<file path="src/rtl/vga_pkg.sv">
// Shared definitions for the VGA capture block: 640x480 timing, capture states,
// pixel layout and a 24-bit-per-beat CRC-16-CCITT step.
package vga_pkg;

    localparam int VGA_H_ACTIVE = 640;
    localparam int VGA_H_FRONT  = 16;
    localparam int VGA_H_SYNC   = 96;
    localparam int VGA_H_BACK   = 48;
    localparam int VGA_V_ACTIVE = 480;
    localparam int VGA_V_FRONT  = 10;
    localparam int VGA_V_SYNC   = 2;
    localparam int VGA_V_BACK   = 33;

    typedef enum logic [1:0] {
        ST_IDLE    = 2'd0,
        ST_SEEK    = 2'd1,
        ST_CAPTURE = 2'd2
    } cap_state_t;

    typedef struct packed {
        logic [7:0] r;
        logic [7:0] g;
        logic [7:0] b;
    } pixel_t;

    localparam logic [15:0] CRC16_POLY = 16'h1021;
    localparam logic [15:0] CRC16_INIT = 16'hFFFF;

    // One beat of CRC-16-CCITT: 24 data bits folded in MSB first.
    function automatic logic [15:0] crc16_step24(input logic [15:0] crc,
                                                 input logic [23:0] data);
        logic [15:0] c;
        logic        fb;
        c = crc;
        for (int i = 23; i >= 0; i--) begin
            fb = c[15] ^ data[i];
            c  = {c[14:0], 1'b0} ^ (fb ? CRC16_POLY : 16'h0000);
        end
        return c;
    endfunction

endpackage

</file>
<file path="src/rtl/vga_capture_crc16.sv">
// Frame CRC accumulator: one 24-bit CRC-16-CCITT step per enabled beat,
// reloaded to the initial value on i_init.
module vga_capture_crc16
    import vga_pkg::*;
(
    input  logic        clk,
    input  logic        rst,
    input  logic        i_init,
    input  logic        i_en,
    input  logic [23:0] i_data,
    output logic [15:0] o_crc_next
);

    logic [15:0] r_crc;

    // o_crc_next already includes the current beat, so a frame close in the
    // same cycle as a write still sees that write.
    always_comb begin
        o_crc_next = r_crc;
        if (i_en) begin
            o_crc_next = crc16_step24(r_crc, i_data);
        end
    end

    always_ff @(posedge clk) begin
        if (rst || i_init) begin
            r_crc <= CRC16_INIT;
        end else begin
            r_crc <= o_crc_next;
        end
    end

endmodule

</file>
<file path="src/rtl/vga_capture.sv">
// VGA sink: recovers pixel coordinates, emits frame-buffer writes and checks geometry.
// Optional frame CRC output (frame_crc) is built when VGA_CAPTURE_CRC_EN is defined.
module vga_capture
    import vga_pkg::*;
#(
    parameter int H_ACTIVE = VGA_H_ACTIVE,
    parameter int V_ACTIVE = VGA_V_ACTIVE,
    parameter int H_W      = 10,
    parameter int V_W      = 9
) (
    input  logic               clk,
    input  logic               rst,
    input  logic               enable,
    input  logic               err_clr,
    input  logic               vga_hsync,
    input  logic               vga_vsync,
    input  logic               vga_valid,
    input  logic [7:0]         vga_r,
    input  logic [7:0]         vga_g,
    input  logic [7:0]         vga_b,
    output logic               wr_en,
    output logic [H_W+V_W-1:0] wr_addr,
    output logic [23:0]        wr_data,
    output logic               frame_done,
    output logic               locked,
    output logic               line_err,
    output logic               frame_err,
    output logic               busy
`ifdef VGA_CAPTURE_CRC_EN
    ,
    output logic [15:0]        frame_crc
`endif
);

    localparam logic [H_W-1:0] C_H_ACT = H_W'(H_ACTIVE);
    localparam logic [V_W-1:0] C_V_ACT = V_W'(V_ACTIVE);

    logic       r_hs, r_vs, r_valid, r_vs_d, r_valid_d;
    pixel_t     r_pix;
    cap_state_t r_state, w_state_nxt;

    logic [H_W-1:0] r_h_cnt;
    logic [V_W-1:0] r_v_cnt;
    logic           r_frame_bad;

    logic           w_cap, w_vs_fall, w_valid_fall, w_pix, w_h_over, w_v_over;
    logic           w_wr, w_line_close, w_line_ev, w_close, w_frame_ev, w_bad, w_good;
    logic [V_W-1:0] w_v_line;

    // Stage 1: register the pins; edges are found against the previous stage-1 value.
    always_ff @(posedge clk) begin
        if (rst) begin
            r_hs      <= 1'b0;
            r_vs      <= 1'b0;
            r_valid   <= 1'b0;
            r_vs_d    <= 1'b0;
            r_valid_d <= 1'b0;
            r_pix     <= '0;
        end else begin
            r_hs      <= vga_hsync;
            r_vs      <= vga_vsync;
            r_valid   <= vga_valid;
            r_vs_d    <= r_vs;
            r_valid_d <= r_valid;
            r_pix.r   <= vga_r;
            r_pix.g   <= vga_g;
            r_pix.b   <= vga_b;
        end
    end

    always_ff @(posedge clk) begin
        if (rst) begin
            r_state <= ST_IDLE;
        end else begin
            r_state <= w_state_nxt;
        end
    end

    always_comb begin
        w_state_nxt = r_state;
        case (r_state)
            ST_IDLE:    if (enable) w_state_nxt = ST_SEEK;
            ST_SEEK:    if (w_vs_fall) w_state_nxt = ST_CAPTURE;
            ST_CAPTURE: if (w_vs_fall) w_state_nxt = enable ? ST_CAPTURE : ST_IDLE;
            default:    w_state_nxt = ST_IDLE;
        endcase
    end

    assign w_cap        = (r_state == ST_CAPTURE);
    assign w_vs_fall    = r_vs_d & ~r_vs;
    assign w_valid_fall = r_valid_d & ~r_valid;
    assign w_pix        = w_cap & r_valid;
    assign w_h_over     = (r_h_cnt >= C_H_ACT);
    assign w_v_over     = (r_v_cnt >= C_V_ACT);
    assign w_wr         = w_pix & ~w_h_over & ~w_v_over;
    assign w_line_close = w_cap & w_valid_fall;
    assign w_close      = w_cap & w_vs_fall;

    // The line is closed before the frame, so the frame check sees the bumped v_cnt.
    assign w_v_line   = (w_line_close && (r_v_cnt != '1)) ? r_v_cnt + V_W'(1) : r_v_cnt;
    assign w_line_ev  = (w_pix & (w_h_over | ~r_hs)) |
                        (w_line_close & (r_h_cnt != C_H_ACT));
    assign w_frame_ev = (w_pix & w_v_over) | (w_close & (w_v_line != C_V_ACT));
    assign w_bad      = r_frame_bad | w_line_ev | w_frame_ev;
    assign w_good     = w_close & ~w_bad;

    always_ff @(posedge clk) begin
        if (rst) begin
            r_h_cnt     <= '0;
            r_v_cnt     <= '0;
            r_frame_bad <= 1'b0;
        end else if (w_vs_fall) begin
            r_h_cnt     <= '0;
            r_v_cnt     <= '0;
            r_frame_bad <= 1'b0;
        end else if (w_cap) begin
            if (w_valid_fall) begin
                r_h_cnt <= '0;
            end else if (w_pix && (r_h_cnt != '1)) begin
                r_h_cnt <= r_h_cnt + H_W'(1);
            end
            r_v_cnt     <= w_v_line;
            r_frame_bad <= w_bad;
        end
    end

    // A new error outranks err_clr in the same cycle.
    always_ff @(posedge clk) begin
        if (rst) begin
            frame_done <= 1'b0;
            locked     <= 1'b0;
            line_err   <= 1'b0;
            frame_err  <= 1'b0;
        end else begin
            frame_done <= w_good;
            line_err   <= w_line_ev | (line_err & ~err_clr);
            frame_err  <= w_frame_ev | (frame_err & ~err_clr);
            if (w_line_ev || w_frame_ev) begin
                locked <= 1'b0;
            end else if (w_good) begin
                locked <= 1'b1;
            end
        end
    end

    // Stage 2: write beat, two clocks after the pixel reaches the pins.
    always_ff @(posedge clk) begin
        if (rst) begin
            wr_en   <= 1'b0;
            wr_addr <= '0;
            wr_data <= '0;
        end else begin
            wr_en <= w_wr;
            if (w_wr) begin
                wr_addr <= {r_v_cnt, r_h_cnt};
                wr_data <= r_pix;
            end
        end
    end

    assign busy = w_cap;

`ifdef VGA_CAPTURE_CRC_EN
    logic [15:0] w_crc_next;

    vga_capture_crc16 u_crc (
        .clk        (clk),
        .rst        (rst),
        .i_init     (w_vs_fall),
        .i_en       (w_wr),
        .i_data     (r_pix),
        .o_crc_next (w_crc_next)
    );

    always_ff @(posedge clk) begin
        if (rst) begin
            frame_crc <= '0;
        end else if (w_close) begin
            frame_crc <= w_crc_next;
        end
    end
`endif

endmodule

</file>
<file path="config.mk">
export PLATFORM = sky130hd
export DESIGN_NAME = vga_capture
export DESIGN_NICKNAME = d
export VERILOG_FILES = /design/src/rtl/vga_pkg.sv /design/src/rtl/vga_capture_crc16.sv /design/src/rtl/vga_capture.sv
export SDC_FILE = /design/constraint.sdc
export NUM_CORES = 1
export LEC_CHECK = 0
export ABC_AREA = 1
export CAP_MARGIN = 10
export CORE_MARGIN = 2
export CORE_UTILIZATION = 40
export DETAILED_ROUTE_END_ITERATION = 6
export DONT_BUFFER_PORTS = 1
export PLACE_DENSITY = 0.64
export SYNTH_ARGS = -nofsm -noshare
export SYNTH_HDL_FRONTEND = slang
export SYNTH_SLANG_ARGS = --single-unit
</file>
<file path="constraint.sdc">
create_clock -name clk -period 2.9 [get_ports clk]
set_input_delay 0.145 -clock clk [delete_from_list [all_inputs] [get_ports clk]]
set_output_delay 0.145 -clock clk [all_outputs]
set_load 0.02 [all_outputs]
</file>
Word level (Yosys, flattened, before mapping)
Index checks and enable logic that the tools add are counted.
- word-level logic and storage cells: 77
- output and inout port bits: 49
- flip-flop bits (word level): 99
- eq/ne operators: 9
- muxes and demuxes: 8
- bitwise logic cells: 28
- order comparisons: 2
- reductions and logical operators: 9
- $add $sub $neg: 2
- operator list (cell ; count):
    10-bit two-way mux ; 2
    10-bit inequality test (second input constant) ; 2
    9-bit inequality test (second input constant) ; 2
    1-bit AND ; 14
    10-bit by 1-bit adder with 10-bit output (second input constant) ; 1
    10-bit greater-or-equal comparator (second input constant) ; 1
    9-bit by 1-bit adder with 9-bit output (second input constant) ; 1
    9-bit greater-or-equal comparator (second input constant) ; 1
    9-bit two-way mux ; 1
    2-bit two-way mux ; 4
    1-bit inverter ; 7
    1-bit OR ; 7
    2-bit one-hot mux with 3 select lines ; 1
    2-bit inequality test (second input constant) ; 2
    2-bit OR reduction ; 2
    3-bit AND reduction ; 1
    2-bit by 1-bit == test with 1-bit output (second input constant) ; 1
    2-bit == test (second input constant) ; 1
    1-bit logical AND ; 2
    2-bit logical NOT ; 1
    2-bit by 1-bit inequality test with 1-bit output (second input constant) ; 1
    2-bit AND reduction ; 1
    2-bit nonzero test ; 1
    1-bit logical OR ; 1

Logic depth before layout (Yosys ltp)
Gate-level depths: netlist of run 1.
- depth after elaboration: 11
- mapped depth: 16

Worst setup path before layout of run 1
Ideal clock, no wire load.
- path type: reg-to-reg
- start point: register r_v_cnt[0]
- end point: register frame_err
- path slack: 913 ps
- stages on the path, launching flop included: 16
- buffers on the path: 0
- period minus slack after synthesis: 1987 ps
- arrival time: 1878 ps
- data required time: 2791 ps
- path through: dfxtp_1 ha_1 nand2_1 nor3_1 ha_1 inv_2 nand3_4 nand2_1 nand2_1 nand2_1 nor2_2 nand3_2 o21ai_2 nand3_1 nand2_1 inv_1
- cells in the longest elaborated chain, start to end: 7
- RTL lines (item ; line ; source):
    start, declared ; vga_capture.sv:43 ; logic [V_W-1:0] r_v_cnt;
    start signal, assigned ; vga_capture.sv:122 ; r_v_cnt <= w_v_line;
    parallel branches: the longest is 5 deep, another holds 9-bit by 1-bit adder with 9-bit output ; n/a ;
    1-bit OR * ; vga_capture.sv:103 ; assign w_frame_ev = (w_pix & w_v_over) | (w_close & (w_v_line != C_V_ACT));
    1-bit OR * ; vga_capture.sv:137 ; frame_err <= w_frame_ev | (frame_err & ~err_clr);
    end signal, assigned ; vga_capture.sv:137 ;
    end, declared ; vga_capture.sv:27 ; output logic frame_err,
Every way passes the cells marked *.
A chain may end at the register's enable or synchronous reset.

Worst setup path in the final report of run 1
- start point: register r_v_cnt[1]
- end point: register frame_err
Same word-level chain as after synthesis.

==> summary.md, run 1 <==
| Metric | Value |
|---|---|
| Initial DRT Pass Iterations | 4 |
| I/O pin total | 80 |
| Gpl congestion | 0.835 |
| Global-route wire length before repair | 13300 um |
| Worst r2r path cells | 15 |
| Clock net sink count | 99 |
| Dpl hpwl | 5470 um |
| H-tree depth | 3 |
| Crit Path Category | flop to flop |
| CTS tree | done |
| Most common library cells after synthesis | nor2_1 (105), dfxtp_1 (99), inv_1 (60) |
| DR iter-0 viols | 109 |
| Avg Cell Area, Syn | 7.80 um^2 |
| Final period util | 0.794 |
| Hold crit path type | input port to flop |
| Max cap viols | 0 |
| Wire per inst | 13.0 um |
| Post-CTS resize count | 0 |
| Clock buffer count from CTS | 9 |
| Max FO, Critical Path | 8 |
| Warning count from the yosys run | 0 |
| CP startpoint kind | flop |
| Worst EP arrival | 2.57 ns |
| Post-Synthesis Cells | 482 |
| Worst reg2reg path endpoint | frame_err |
| Pre-CTS WS | 0.648 ns |
| Grt ovf | 0 |
| #FFs+latches synth | 99 |
| Status | finished, final reports clean |
| Clock slew at reported path FFs | 0.10 ns |
| Initial core utilization | 0.409 |
| Final Worst Setup Slack | 0.597 ns |
| Clock tree buffer depth | 2 |
| Share of cells above drive strength 1 | 0.0955 |
| Setup crit end | frame_err |
| Final Skew | 0.0106 ns |
| Worst endpoint required time | 3.16 ns |
| Global router's overall resource usage | 0.165 |
| Fin. Hold Viols | 0 |
| N_diodes | 0 |
| Nets | 544 |
| Most frequent cell after synthesis | nor2_1 |
| Syn nets | 518 |
| Residual DRC | 0 |
| Vias post-DR | 3028 |
| Most used DFF post-synth | dfxtp_1 |
| Post-DR vias/cell | 4.85 |
| Worst vdd ir | 0.207 mV |
| Row count | 35 |
| Post-synthesis cell type count | 27 |
| Final WL | 8120 um |
| Leading area contributor after synthesis | dfxtp_1 |
| Largest cells by area after synthesis | dfxtp_1 (53%), nor2_1 (10%), o21ai_0 (6.3%) |
| Layout Utilization | 0.470 |
| LEAKAGE | 1.76 nW |
| Crit end category | flop |
| Slew margin rel. | 0.567 |
| Register-to-register setup slack | 0.60 ns |
| Die area | 10200 um^2 |
| Initial antenna violation count | 0 |
| Vias in the first global route | 2826 |
| CP startpoint | r_v_cnt[1] |
| Fmax | 434 MHz |
| IO Port Bufs | 0 |
| Setup violations, final | 0 |
| Worst-skew pair later-pin latency | 0.36 ns |
| Mapped cell area | 3760 um^2 |
| Final TNS setup | 0 ns |
| RSZ-0062 raised after global routing | no |
| Synth-to-layout area growth | 15.1% |
| Max-slew violations | 0 |
| Die height | 101 um |
| Min Clock Period, post-route | 2.30 ns |
| Antenna-violating nets left | 0 |
| Root Buffer | clkbuf_8 |
| Async SR Flop Fraction | 0 |
| Power per cell area | 535 nW/um^2 |
| Fill count | 907 |
| Core area | 9200 um^2 |
| Number of synthesized flops with an enable pin | 0 |
| Pin count of the biggest net entering global routing | 47 |
| Yosys top cell area share | 0.527 |
| Worst R2R Start | r_v_cnt[1] |
| DIE WIDTH | 101 um |
| Worst Tran Pin Value | 0.649 ns |
| Register area share after synthesis | 0.527 |
[per-layer routing]
layer | wire length [um] | GRT usage | vias to the layer above
met3 | 398 | 0.0437 | 7
li1 | - | - | 1572
met1 | 3710 | 0.206 | 1385
met2 | 3900 | 0.275 | 64
met5 | 0 | 0 | -
met4 | 102 | 0.0551 | 0
[per-stage QoR]
step	power (mW)	hold WS [ns]	instance area [um^2]	std cells
finish	2.31	0.00875	4330	624
global route	2.41	0.0206	4330	624
CTS	2.34	0.00114	4330	624
detailed placement	1.49	0.222	3850	579
global placement	1.49	0.219	3850	579
floorplan	1.48	0.252	3760	482
[worst max-delay path, stage by stage (launching register included)]
cell,delay [ns]
dfxtp_1,0.40
ha_1,0.23
nand2_1,0.09
nor3_1,0.19
ha_1,0.25
inv_2,0.09
nand3_4,0.15
nand2_1,0.07
nand2_1,0.10
nand2_1,0.07
nor2_2,0.11
nand3_2,0.09
o21ai_2,0.17
nand3_1,0.09
nand2_1,0.06
inv_1,0.04
[registers in the layout (all words and copies together) (netlist names)]
signal and cells:
wr_data 24, locked 1, r_vs_d 1, r_valid_d 1, wr_en 1, r_v_cnt 9, r_frame_bad 1, frame_err 1
line_err 1, r_hs 1, r_valid 1, wr_addr 19, r_h_cnt 10, r_state 2, frame_done 1, r_pix 24
r_vs 1
[layout by cell type, fill, tap and decap left out]
master	instances
dlygate4sd3_1	28
ha_1	5
nand3_4	1
nand4_1	4
o211ai_1	1
xnor2_1	1
buf_12	1
o21ai_1	1
nand2_2	3
nand3_2	6
a21oi_1	34
clkinvlp_4	4
buf_4	3
nor2_2	3
nand3_1	16
o21ai_2	1
clkbuf_1	1
inv_2	9
inv_6	1
clkbuf_8	9
a21oi_2	1
nor2_1	105
inv_8	1
inv_1	60
a211oi_1	1
nor4_1	3
nor3_1	10
dfxtp_1	99
nor2_4	5
o21ai_0	47
nand2_1	48
nand2_4	1
[cell families (layout without fill, tap and decap cells)]
logic type               Yosys count  count (layout)  share of synthesized area
flip-flops                        99              99                      0.527
AO/OA/AOI/OAI                     86              86                      0.118
adder cells (fa/ha/maj)            5               5                     0.0167
AND/OR/NAND/NOR                  205             205                      0.248
XOR/XNOR                           1               1                    0.00233
buffers and inverters             86             117                     0.0879
[power breakdown]
part	switching (mW)	internal (mW)	leakage, nW	total [mW]
registers	0.0141	1.38	0.806	1.40
logic	0.0539	0.0460	0.877	0.0999
clock network	0.495	0.321	0.0771	0.816
[what timing repair did]
action                                 in CTS  in global routing
buffers inserted                            0                  0
endpoints found under the hold margin      35                  0
hold buffers                               29                  0
[worst min path at each step]
stage / startpoint / end / cells after the start
finish: err_clr / line_err / 3
global route: err_clr / line_err / 3
CTS: err_clr / line_err / 3
detailed placement: rst / r_vs / 1
global placement: rst / r_state[1] / 1
floorplan: vga_hsync / r_hs / 2
[cell type report]
type | count | area (um^2) | area share
Multi-Input combinational cell | 297 | 1450 | 0.334
Clock inverter | 6 | 50.0 | 0.0116
Sequential cell | 99 | 1980 | 0.458
Clock buffer | 10 | 128 | 0.0295
Tap cell | 111 | 139 | 0.0321
Timing Repair Buffer | 32 | 323 | 0.0746
Inverter | 69 | 259 | 0.0599
No activity file was read; power rests on OpenSTA's default activity.
==> run 2, diff against run 1 <==
==> constraint.sdc (replaced) <==
create_clock -name clk -period 2.4 [get_ports clk]
set_input_delay 0.12 -clock clk [delete_from_list [all_inputs] [get_ports clk]]
set_output_delay 0.12 -clock clk [all_outputs]
set_load 0.02 [all_outputs]
==> summary.md, run 2 (synthesis results as in run 1) <==
| Metric | Value |
|---|---|
| Status | finished, final reports clean |
| WP buf/inv | 2 |
| Core area | 9200 um^2 |
| DR iter-0 viols | 96 |
| H-tree depth | 3 |
| Initial core utilization | 0.409 |
| CP delay by family, top | simple AND/OR/NAND/NOR gates |
| I/O pin total | 80 |
| Crit path max-delay cell type | dfxtp_2 |
| DIE WIDTH | 101 um |
| Max cap viols | 0 |
| Gpl congestion | 0.844 |
| Global-route wire length before repair | 13300 um |
| Pin count of the biggest net entering global routing | 61 |
| Hold crit path type | input port to flop |
| LEAKAGE | 1.77 nW |
| Most Frequent Cell on Critical Path | nand2_1 |
| Register Area | 1980 um^2 |
| Post-CTS Setup Inserts | 0 |
| Fmax | 462 MHz |
| Die height | 101 um |
| Final Worst Setup Slack | 0.234 ns |
| Nets | 543 |
| Slew margin rel. | 0.383 |
| Sw Ratio | 0.241 |
| Fill count | 912 |
| CP startpoint kind | flop |
| Share of cells above drive strength 1 | 0.104 |
| Initial antenna violation count | 0 |
| Min Clock Period, post-route | 2.17 ns |
| Net Sw Power | 683 uW |
| Sequential Power Share | 0.596 |
| Final WL | 8010 um |
| Min-delay src | rst |
| Multi-input logic area | 1460 um^2 |
| Synth-to-layout area growth | 15.8% |
| Die area | 10200 um^2 |
| Max FO, Critical Path | 8 |
| Row count | 35 |
| IO Port Bufs | 0 |
| N_diodes | 0 |
| Worst hold path cell count | 2 |
| Residual DRC | 0 |
| Worst reg2reg path endpoint | frame_err |
| Final period util | 0.902 |
| Power per cell area | 652 nW/um^2 |
| Crit end category | flop |
| Non-Filler Instances | 623 |
| Worst EP arrival | 2.42 ns |
| Worst vdd ir | 0.320 mV |
| Total power | 2.84 mW |
| Worst Tran Pin Value | 0.924 ns |
| Setup violations, final | 0 |
| CTS tree | done |
| Global router's overall resource usage | 0.165 |
| Dpl hpwl | 5420 um |
| Layout Utilization | 0.473 |
| CP Cell Sequence | ha_2 -> nand2_1 -> nor3_2 -> ha_2 -> inv_2 -> nand3_4 -> nand2_1 -> nand2_1 -> nand2_1 -> nor2_2 -> nand3_2 -> o21ai_2 -> nand3_1 -> nand2_1 -> inv_1 |
| Max-slew violations | 0 |
| Worst endpoint required time | 2.66 ns |
| Worst-skew pair later-pin latency | 0.36 ns |
| Hold EP | r_pix[18] |
| Clock net sink count | 99 |
| Post-DR vias/cell | 4.82 |
| Fin. Hold Viols | 0 |
| Inst Count DP | 577 |
| Crit-path max cell delay | 0.36 ns |
| Crit Path Category | flop to flop |
| Antenna-violating nets left | 0 |
| Vias post-DR | 3000 |
| Root Buffer | clkbuf_8 |
| Worst R2R Start | r_v_cnt[0] |
| Wire per inst | 12.9 um |
| Register-to-register setup slack | 0.23 ns |
| Initial DRT Pass Iterations | 5 |
| Grt ovf | 0 |
| Most frequent cells in the layout | nor2_1 (105), dfxtp_1 (97), inv_1 (60), nand2_1 (48), o21ai_0 (47) |
| Clock network fraction of total power | 0.362 |
| P_int | 2.15 mW |
| Clock buffer count from CTS | 9 |
| Combinational power share | 0.043 |
| Vias in the first global route | 2799 |
| Clock tree buffer depth | 2 |
| Biggest regs | r_pix: 24 flops, wr_data: 24 flops, wr_addr: 19 flops |
| Clock slew at reported path FFs | 0.10 ns |
| Pre-CTS WS | 0.178 ns |
| Final Skew | 0.0112 ns |
| Most common cell after layout, fill and taps aside | nor2_1 |
| Worst r2r path cells | 15 |
-- run 2: layer usage --
| metal | global-route usage | wire [um] | part of all wire | vias to the layer above |
|---|---|---|---|---|
| met3 | 0.0465 | 442 | 0.055 | 15 |
| met1 | 0.208 | 3700 | 0.46 | 1348 |
| met2 | 0.273 | 3720 | 0.47 | 74 |
| li1 | - | - | - | 1563 |
| met4 | 0.0499 | 138 | 0.017 | 0 |
| met5 | 0 | 0 | 0 | - |
-- run 2: timing repair --
action | 4_1_cts | 5_1_grt
hold endpoints to repair | 37 | 0
setup endpoints to repair | 0 | 4
hold buffers | 30 | 0
gates resized for setup | 0 | 5
-- run 2: metrics by stage --
stage | area, um^2 | hold slack, ns | TNS (ns)
floorplan | 3760 | 0.227 | 0
global placement | 3830 | 0.194 | 0
detailed placement | 3830 | 0.196 | 0
CTS | 4340 | 0.0146 | 0
global route | 4350 | 0.00515 | -0.0356
finish | 4350 | 0.0207 | 0
-- run 2: power groups by stage --
stage	logic [mW]	clock network, mW	registers, mW
after detailed placement	0.0726	0	1.73
after CTS	0.123	1.07	1.69
after global routing	0.138	1.15	1.69
after floorplan	0.0664	0	1.72
final	0.121	1.03	1.69
after global placement	0.0713	0	1.73
-- run 2: how the worst max path moves through the flow --
stage | cells past startpoint | from | slack [ns] | endpoint
global route | 15 | r_v_cnt[0] | -0.03 | frame_err
CTS | 15 | r_v_cnt[0] | 0.15 | frame_err
floorplan | 15 | r_v_cnt[0] | 0.41 | frame_err
global placement | 15 | r_v_cnt[0] | 0.26 | frame_err
finish | 15 | r_v_cnt[0] | 0.23 | frame_err
detailed placement | 15 | r_v_cnt[0] | 0.18 | frame_err
-- run 2: area by class of cell --
type	count	area share
tap	111	0.0319
inverter	69	0.0595
sequential	99	0.456
timing repair buffer	31	0.0730
multi-input combinational	297	0.334
clock buffer	10	0.0316
clock inverter	6	0.0135
